==> src/rtl/lsu_mem_pkg.sv <==
// Shared types, access-size encodings and lane helpers for the LSU-to-memory bridge.
package lsu_mem_pkg;

   localparam int XLEN = 64;

   typedef enum logic [1:0] {
      IDLE  = 2'd0,
      ISSUE = 2'd1,
      CAPT  = 2'd2,
      RESP  = 2'd3
   } state_t;

   localparam logic [1:0] SZ_B = 2'd0;
   localparam logic [1:0] SZ_H = 2'd1;
   localparam logic [1:0] SZ_W = 2'd2;
   localparam logic [1:0] SZ_D = 2'd3;

   // Unshifted byte-lane mask for an access of the given size.
   function automatic logic [7:0] lane_base(input logic [1:0] size);
      logic [7:0] base;
      case (size)
         SZ_B:    base = 8'h01;
         SZ_H:    base = 8'h03;
         SZ_W:    base = 8'h0F;
         SZ_D:    base = 8'hFF;
         default: base = 8'h00;
      endcase
      return base;
   endfunction

   // True when the byte address is not a multiple of the access size.
   function automatic logic is_misaligned(input logic [2:0] off, input logic [1:0] size);
      logic mis;
      case (size)
         SZ_B:    mis = 1'b0;
         SZ_H:    mis = (off[0] != 1'b0);
         SZ_W:    mis = (off[1:0] != 2'b00);
         SZ_D:    mis = (off != 3'b000);
         default: mis = 1'b1;
      endcase
      return mis;
   endfunction

endpackage

==> src/rtl/lsu_mem_align.sv <==
// Combinational lane shaping: store data/mask placement and load data extraction with extension.
module lsu_mem_align
   import lsu_mem_pkg::*;
(
   input  logic [XLEN-1:0] wdata,
   input  logic [1:0]      size,
   input  logic [2:0]      off,
   input  logic [XLEN-1:0] rdata,
   input  logic            sgn,
   output logic [XLEN-1:0] wdata_lane,
   output logic [7:0]      wmask,
   output logic [XLEN-1:0] rdata_ext
);

   logic [XLEN-1:0] shifted_s;

   assign wdata_lane = wdata << {off, 3'b000};
   assign wmask      = lane_base(size) << off;
   assign shifted_s  = rdata >> {off, 3'b000};

   // Keep the accessed low bytes and extend to full width.
   always_comb begin
      rdata_ext = {XLEN{1'b0}};
      case (size)
         SZ_B: begin
            if (sgn) rdata_ext = {{56{shifted_s[7]}}, shifted_s[7:0]};
            else     rdata_ext = {56'd0, shifted_s[7:0]};
         end
         SZ_H: begin
            if (sgn) rdata_ext = {{48{shifted_s[15]}}, shifted_s[15:0]};
            else     rdata_ext = {48'd0, shifted_s[15:0]};
         end
         SZ_W: begin
            if (sgn) rdata_ext = {{32{shifted_s[31]}}, shifted_s[31:0]};
            else     rdata_ext = {32'd0, shifted_s[31:0]};
         end
         SZ_D:    rdata_ext = shifted_s;
         default: rdata_ext = {XLEN{1'b0}};
      endcase
   end

endmodule

==> src/rtl/lsu_mem_bridge.sv <==
// Single-outstanding LSU request bridge to the physical memory model; one strobe per access,
// misaligned requests answered with an error and no memory activity.
module lsu_mem_bridge
   import lsu_mem_pkg::*;
(
   input  logic            clk,
   input  logic            reset,
   input  logic            req_valid,
   output logic            req_ready,
   input  logic            req_wen,
   input  logic [XLEN-1:0] req_addr,
   input  logic [XLEN-1:0] req_wdata,
   input  logic [1:0]      req_size,
   input  logic            req_signed,
   output logic            resp_valid,
   input  logic            resp_ready,
   output logic [XLEN-1:0] resp_rdata,
   output logic            resp_err,
   output logic            mem_valid,
   output logic            mem_wen,
   output logic [XLEN-1:0] mem_raddr,
   output logic [XLEN-1:0] mem_waddr,
   output logic [XLEN-1:0] mem_wdata,
   output logic [7:0]      mem_wmask,
   input  logic [XLEN-1:0] mem_rdata
);

   state_t          state_r, state_next_s;
   logic            wen_r, signed_r;
   logic [2:0]      off_r;
   logic [1:0]      size_r;
   logic            accept_s, misalign_s, issue_s;
   logic [2:0]      al_off_s;
   logic [1:0]      al_size_s;
   logic [XLEN-1:0] al_wdata_s, al_rdata_s, mem_addr_s;
   logic [7:0]      al_wmask_s;

   assign accept_s   = (state_r == IDLE) && req_valid;
   assign misalign_s = is_misaligned(req_addr[2:0], req_size);
   assign issue_s    = (state_next_s == ISSUE);
   assign mem_addr_s = {req_addr[XLEN-1:3], 3'b000};

   // Store shaping happens on the live request in IDLE; load extraction uses the latched one in CAPT.
   assign al_off_s  = (state_r == IDLE) ? req_addr[2:0] : off_r;
   assign al_size_s = (state_r == IDLE) ? req_size      : size_r;

   lsu_mem_align u_align (
      .wdata      (req_wdata),
      .size       (al_size_s),
      .off        (al_off_s),
      .rdata      (mem_rdata),
      .sgn        (signed_r),
      .wdata_lane (al_wdata_s),
      .wmask      (al_wmask_s),
      .rdata_ext  (al_rdata_s)
   );

   // State register.
   always_ff @(posedge clk or posedge reset) begin
      if (reset) state_r <= IDLE;
      else       state_r <= state_next_s;
   end

   // Next-state logic.
   always_comb begin
      state_next_s = state_r;
      case (state_r)
         IDLE: begin
            if (req_valid) begin
               if (misalign_s) state_next_s = RESP;
               else            state_next_s = ISSUE;
            end else begin
               state_next_s = IDLE;
            end
         end
         ISSUE: begin
            if (wen_r) state_next_s = RESP;
            else       state_next_s = CAPT;
         end
         CAPT: state_next_s = RESP;
         RESP: begin
            if (resp_ready) state_next_s = IDLE;
            else            state_next_s = RESP;
         end
         default: state_next_s = IDLE;
      endcase
   end

   // Request latch, held for the whole transaction.
   always_ff @(posedge clk or posedge reset) begin
      if (reset) begin
         wen_r    <= 1'b0;
         signed_r <= 1'b0;
         off_r    <= 3'd0;
         size_r   <= 2'd0;
      end else if (accept_s) begin
         wen_r    <= req_wen;
         signed_r <= req_signed;
         off_r    <= req_addr[2:0];
         size_r   <= req_size;
      end else begin
         wen_r    <= wen_r;
         signed_r <= signed_r;
         off_r    <= off_r;
         size_r   <= size_r;
      end
   end

   // Registered outputs, decoded from the next state so they line up with the state they belong to.
   always_ff @(posedge clk or posedge reset) begin
      if (reset) begin
         req_ready  <= 1'b1;
         resp_valid <= 1'b0;
         resp_rdata <= {XLEN{1'b0}};
         resp_err   <= 1'b0;
         mem_valid  <= 1'b0;
         mem_wen    <= 1'b0;
         mem_raddr  <= {XLEN{1'b0}};
         mem_waddr  <= {XLEN{1'b0}};
         mem_wdata  <= {XLEN{1'b0}};
         mem_wmask  <= 8'h00;
      end else begin
         req_ready  <= (state_next_s == IDLE);
         resp_valid <= (state_next_s == RESP);
         mem_valid  <= issue_s;
         mem_wen    <= issue_s && req_wen;
         mem_raddr  <= issue_s ? mem_addr_s : {XLEN{1'b0}};
         mem_waddr  <= issue_s ? mem_addr_s : {XLEN{1'b0}};
         mem_wdata  <= (issue_s && req_wen) ? al_wdata_s : {XLEN{1'b0}};
         mem_wmask  <= (issue_s && req_wen) ? al_wmask_s : 8'h00;
         // mem_rdata is only meaningful in CAPT; the model zeroes it afterwards.
         if (accept_s) begin
            resp_rdata <= {XLEN{1'b0}};
            resp_err   <= misalign_s;
         end else if (state_r == CAPT) begin
            resp_rdata <= al_rdata_s;
            resp_err   <= resp_err;
         end else begin
            resp_rdata <= resp_rdata;
            resp_err   <= resp_err;
         end
      end
   end

endmodule

==> config.mk <==
export PLATFORM = sky130hd
export DESIGN_NAME = lsu_mem_bridge
export DESIGN_NICKNAME = d
export VERILOG_FILES = /design/src/rtl/lsu_mem_pkg.sv /design/src/rtl/lsu_mem_align.sv /design/src/rtl/lsu_mem_bridge.sv
export SDC_FILE = /design/constraint.sdc
export NUM_CORES = 1
export LEC_CHECK = 0
export CAP_MARGIN = 0
export CELL_PAD_IN_SITES_DETAIL_PLACEMENT = 0
export CELL_PAD_IN_SITES_GLOBAL_PLACEMENT = 1
export CORE_MARGIN = 3
export CORE_UTILIZATION = 36
export CTS_BUF_LIST = sky130_fd_sc_hd__clkbuf_4
export DETAILED_ROUTE_END_ITERATION = 10
export PLACE_DENSITY = 0.95
export SLEW_MARGIN = 0
export SYNTH_ARGS = -nofsm -noshare
export SYNTH_HDL_FRONTEND = slang
export SYNTH_HIERARCHICAL = 1
export SYNTH_SLANG_ARGS = --single-unit
==> constraint.sdc <==
create_clock -name clk -period 11.65 [get_ports clk]
set_input_delay 2.33 -clock clk [delete_from_list [all_inputs] [get_ports clk]]
set_output_delay 2.33 -clock clk [all_outputs]
set_load 0.02 [all_outputs]
==> flow_metrics.py <==
metrics = {
    "synth": {
        "syn_avg_cell_area_um2": 9.67,
        "synth-edff-count": 0,
        "synthCells": 1238,
        "yosysUniqueCellTypes": 54,
        "netlist_area_mm2": 0.0120,
        "synth_top_cell_by_area": "dfrtp_1",
        "synth-seq-cells": 211,
        "synth.yosys.seq_area_share_pct": 44.1,
        "async_flop_share_pct": 100,
        "synth.area.top_cells": "dfrtp_1 (44%), and2_1 (7.9%), nand2_1 (7.3%), mux4_2 (6.2%), mux2i_1 (5.6%)",
        "ys.warnings.count": 6,
        "synth_top_area_share_pct": 43.9,
        "synth_flop_cell": "dfrtp_1",
    },
    "placement": {
        "dp_cells": 1992,
        "pre_cts_ws_ns": 5.91,
        "portBuffers": 462,
        "gp_congestion": 0.917,
        "hpwl_mm": 34.1,
    },
    "sta": {
        "rsz0062_at_grt": "no",
        "fin_crit_ns": 5.07,
        "finalCritPeriodShare_pct": 43.5,
        "setup-violations-final": 0,
        "skew_ns": 0.0621,
        "relSlewSlack_pct": 25.4,
        "slew_violations": 0,
        "setup_tns_ns": 0,
        "fmax_ghz": 0.197,
        "hold_violations": 0,
        "setup_slack_ns": 6.58,
        "worst_pin_slew_ns": 1.12,
        "worst_hold_slack_ns": 0.484,
    },
    "critical_path": {
        "worstPathRequired_ns": 12.24,
        "worstPathArrival_ns": 5.65,
        "worstPathMaxFanout": 82,
        "start_kind": "input pin",
        "critPathCaptureType": "flop",
        "crit_type": "in2reg",
    },
    "global_route": {
        "grt_pass1_wl_mm": 68.6,
        "grt_usage_pct": 25.0,
        "grt_max_degree": 147,
        "grt_pass1_vias": 10900,
        "overflow": 0,
        "antenna_found_initial": 6,
    },
    "floorplanning": {
        "rows": 66,
        "chipHeight_um": 188,
        "die_area_mm2": 0.0355,
        "die_x_um": 188,
        "initial_core_util_pct": 36.7,
        "io_pins": 469,
        "coreArea_mm2": 0.0326,
    },
    "route": {
        "first_pass_iters": 7,
        "wirelength_mm": 46.1,
        "route.detailed.drc": 0,
        "wl_per_cell_um": 22.0,
        "vias": 11000,
        "drt_iter0_markers": 838,
        "routed_via_density": 5.23,
        "ant_nets": 0,
    },
    "power": {
        "p_leak_nw": 7.63,
        "powerDensity_mw_per_mm2": 219,
        "vdd_drop_max_mv": 0.129,
    },
    "worst_hold_path": {
        "hp-class": "reg2reg",
    },
    "clocking": {
        "cts_setup_buffers": 0,
        "cts_tree": "yes",
        "clkSinkCount": 211,
        "clk_path_buf_depth": 3,
        "cts_resized": 0,
        "cts_made_buffers": 58,
        "ctsHoldBuffers": 0,
        "path_clk_slew_ns": 0.07,
        "htreeDepth": 2,
        "worstSkewPairLatency_ns": 0.74,
        "cts-root-buf": "clkbuf_4",
    },
    "run": {
        "max-cap-violations": 0,
    },
    "cells_and_area": {
        "area.growth.synth_to_final_pct": 42.2,
        "fin_cells": 2097,
        "layout_common_cells": "clkdlybuf4s50_1 (462), nand2_1 (232), dfrtp_1 (210), and2_1 (152), clkbuf_4 (84)",
        "seq_area_mm2": 0.00528,
        "final_common_cell": "clkdlybuf4s50_1",
        "multiInputGateArea_mm2": 0.00571,
        "fin_nets": 1810,
        "drive_above_1_share_pct": 12.2,
        "n_fill_cell": 3009,
    },
    "run_status": {
        "status": "finished, final reports clean",
    },
}
routing by layer:
layer	global-route usage, %	share of wire, %	vias to the layer above
met1	31.0	38	5363
met5	0	0	-
met2	43.4	50	608
met3	5.36	8.4	86
li1	-	-	4919
met4	8.71	2.9	0
worst max-delay path, stage by stage:
cell             delay (ns)
clkdlybuf4s50_1        0.58
mux2_8                 0.64
mux2_1                 0.43
mux4_2                 0.49
nand3_2                0.13
buf_4                  0.54
nand3_1                0.22
nand2_1                0.12
nand2_1                0.07
final timing paths:
path | start | to | slack (ns) | cells past startpoint
min in group asynchronous | reset | mem_wdata[4] | 2.25 | 2
hold reg to reg | size_r[1] | size_r[1] | 0.48 | 2
hold / removal | size_r[1] | size_r[1] | 0.48 | 2
setup / recovery | req_addr[0] | resp_rdata[31] | 6.58 | 9
max in group asynchronous | reset | mem_wmask[6] | 7.87 | 3
setup reg to reg | state_r[0] | resp_rdata[31] | 7.70 | 9
through the flow:
| stage | util, % | power (mW) | cell area (um^2) |
|---|---|---|---|
| floorplan | - | 2.41 | 12000 |
| global placement | 50.0 | 3.05 | 16300 |
| detailed placement | 50.0 | 3.07 | 16300 |
| CTS | 52.1 | 3.73 | 17000 |
| global route | 52.2 | 3.97 | 17000 |
| finish | 52.2 | 3.72 | 17000 |
where the power goes:
group	internal, mW	total, mW	switching (mW)
clock network	0.327	0.642	0.315
registers	0.863	0.959	0.0953
logic	0.880	2.12	1.24
total	2.07	3.72	1.65
synthesized netlist by cell type, types with 2 or more instances:
master,instances
a211oi_1,2
dfrtp_1,210
o2111ai_1,6
o2bb2ai_1,14
o211ai_1,9
buf_4,73
o21ai_1,8
nand4_1,17
buf_8,2
inv_2,2
a31oi_1,7
a211o_1,6
nand2b_1,4
a21oi_1,35
clkbuf_2,6
nor3b_1,2
a22oi_1,3
clkbuf_1,49
o211ai_2,10
buf_1,11
and2_1,152
o21ai_0,28
mux2i_1,67
buf_2,25
mux4_2,33
nor3_1,2
nand3_1,70
buf_6,4
inv_1,3
nand4_2,10
nor2_1,62
mux2_2,35
nand2_1,232
nor2b_1,11
o22ai_1,9
flip-flops by register name, summed over array words and instances, names as in the netlist, 2 cells and up:
name,cells
size_r,2
resp_rdata,64
state_r,2
mem_waddr,61
mem_wdata,64
mem_wmask,8
off_r,3
cells by family (layout without fill, tap and decap cells):
kind of cell,count (synthesis),count (layout),share of synthesized area [%]
AOI/OAI and AO/OA,145,145,8.45
other,1,12,0.0313
and+or+nand+nor,568,568,23.5
muxes,137,137,15.3
buffers and inverters,176,582,8.57
DFF,211,211,44.1
cell type report:
| cell class | instances | share of cell area [%] |
|---|---|---|
| Multi-Input combinational cell | 856 | 33.5 |
| Clock inverter | 15 | 0.338 |
| Clock buffer | 84 | 3.71 |
| Inverter | 6 | 0.177 |
| Tap cell | 442 | 3.25 |
| Sequential cell | 211 | 31.0 |
| Antenna cell | 6 | 0.0883 |
| Timing Repair Buffer | 477 | 27.8 |
No activity file was read; power rests on OpenSTA's default activity.
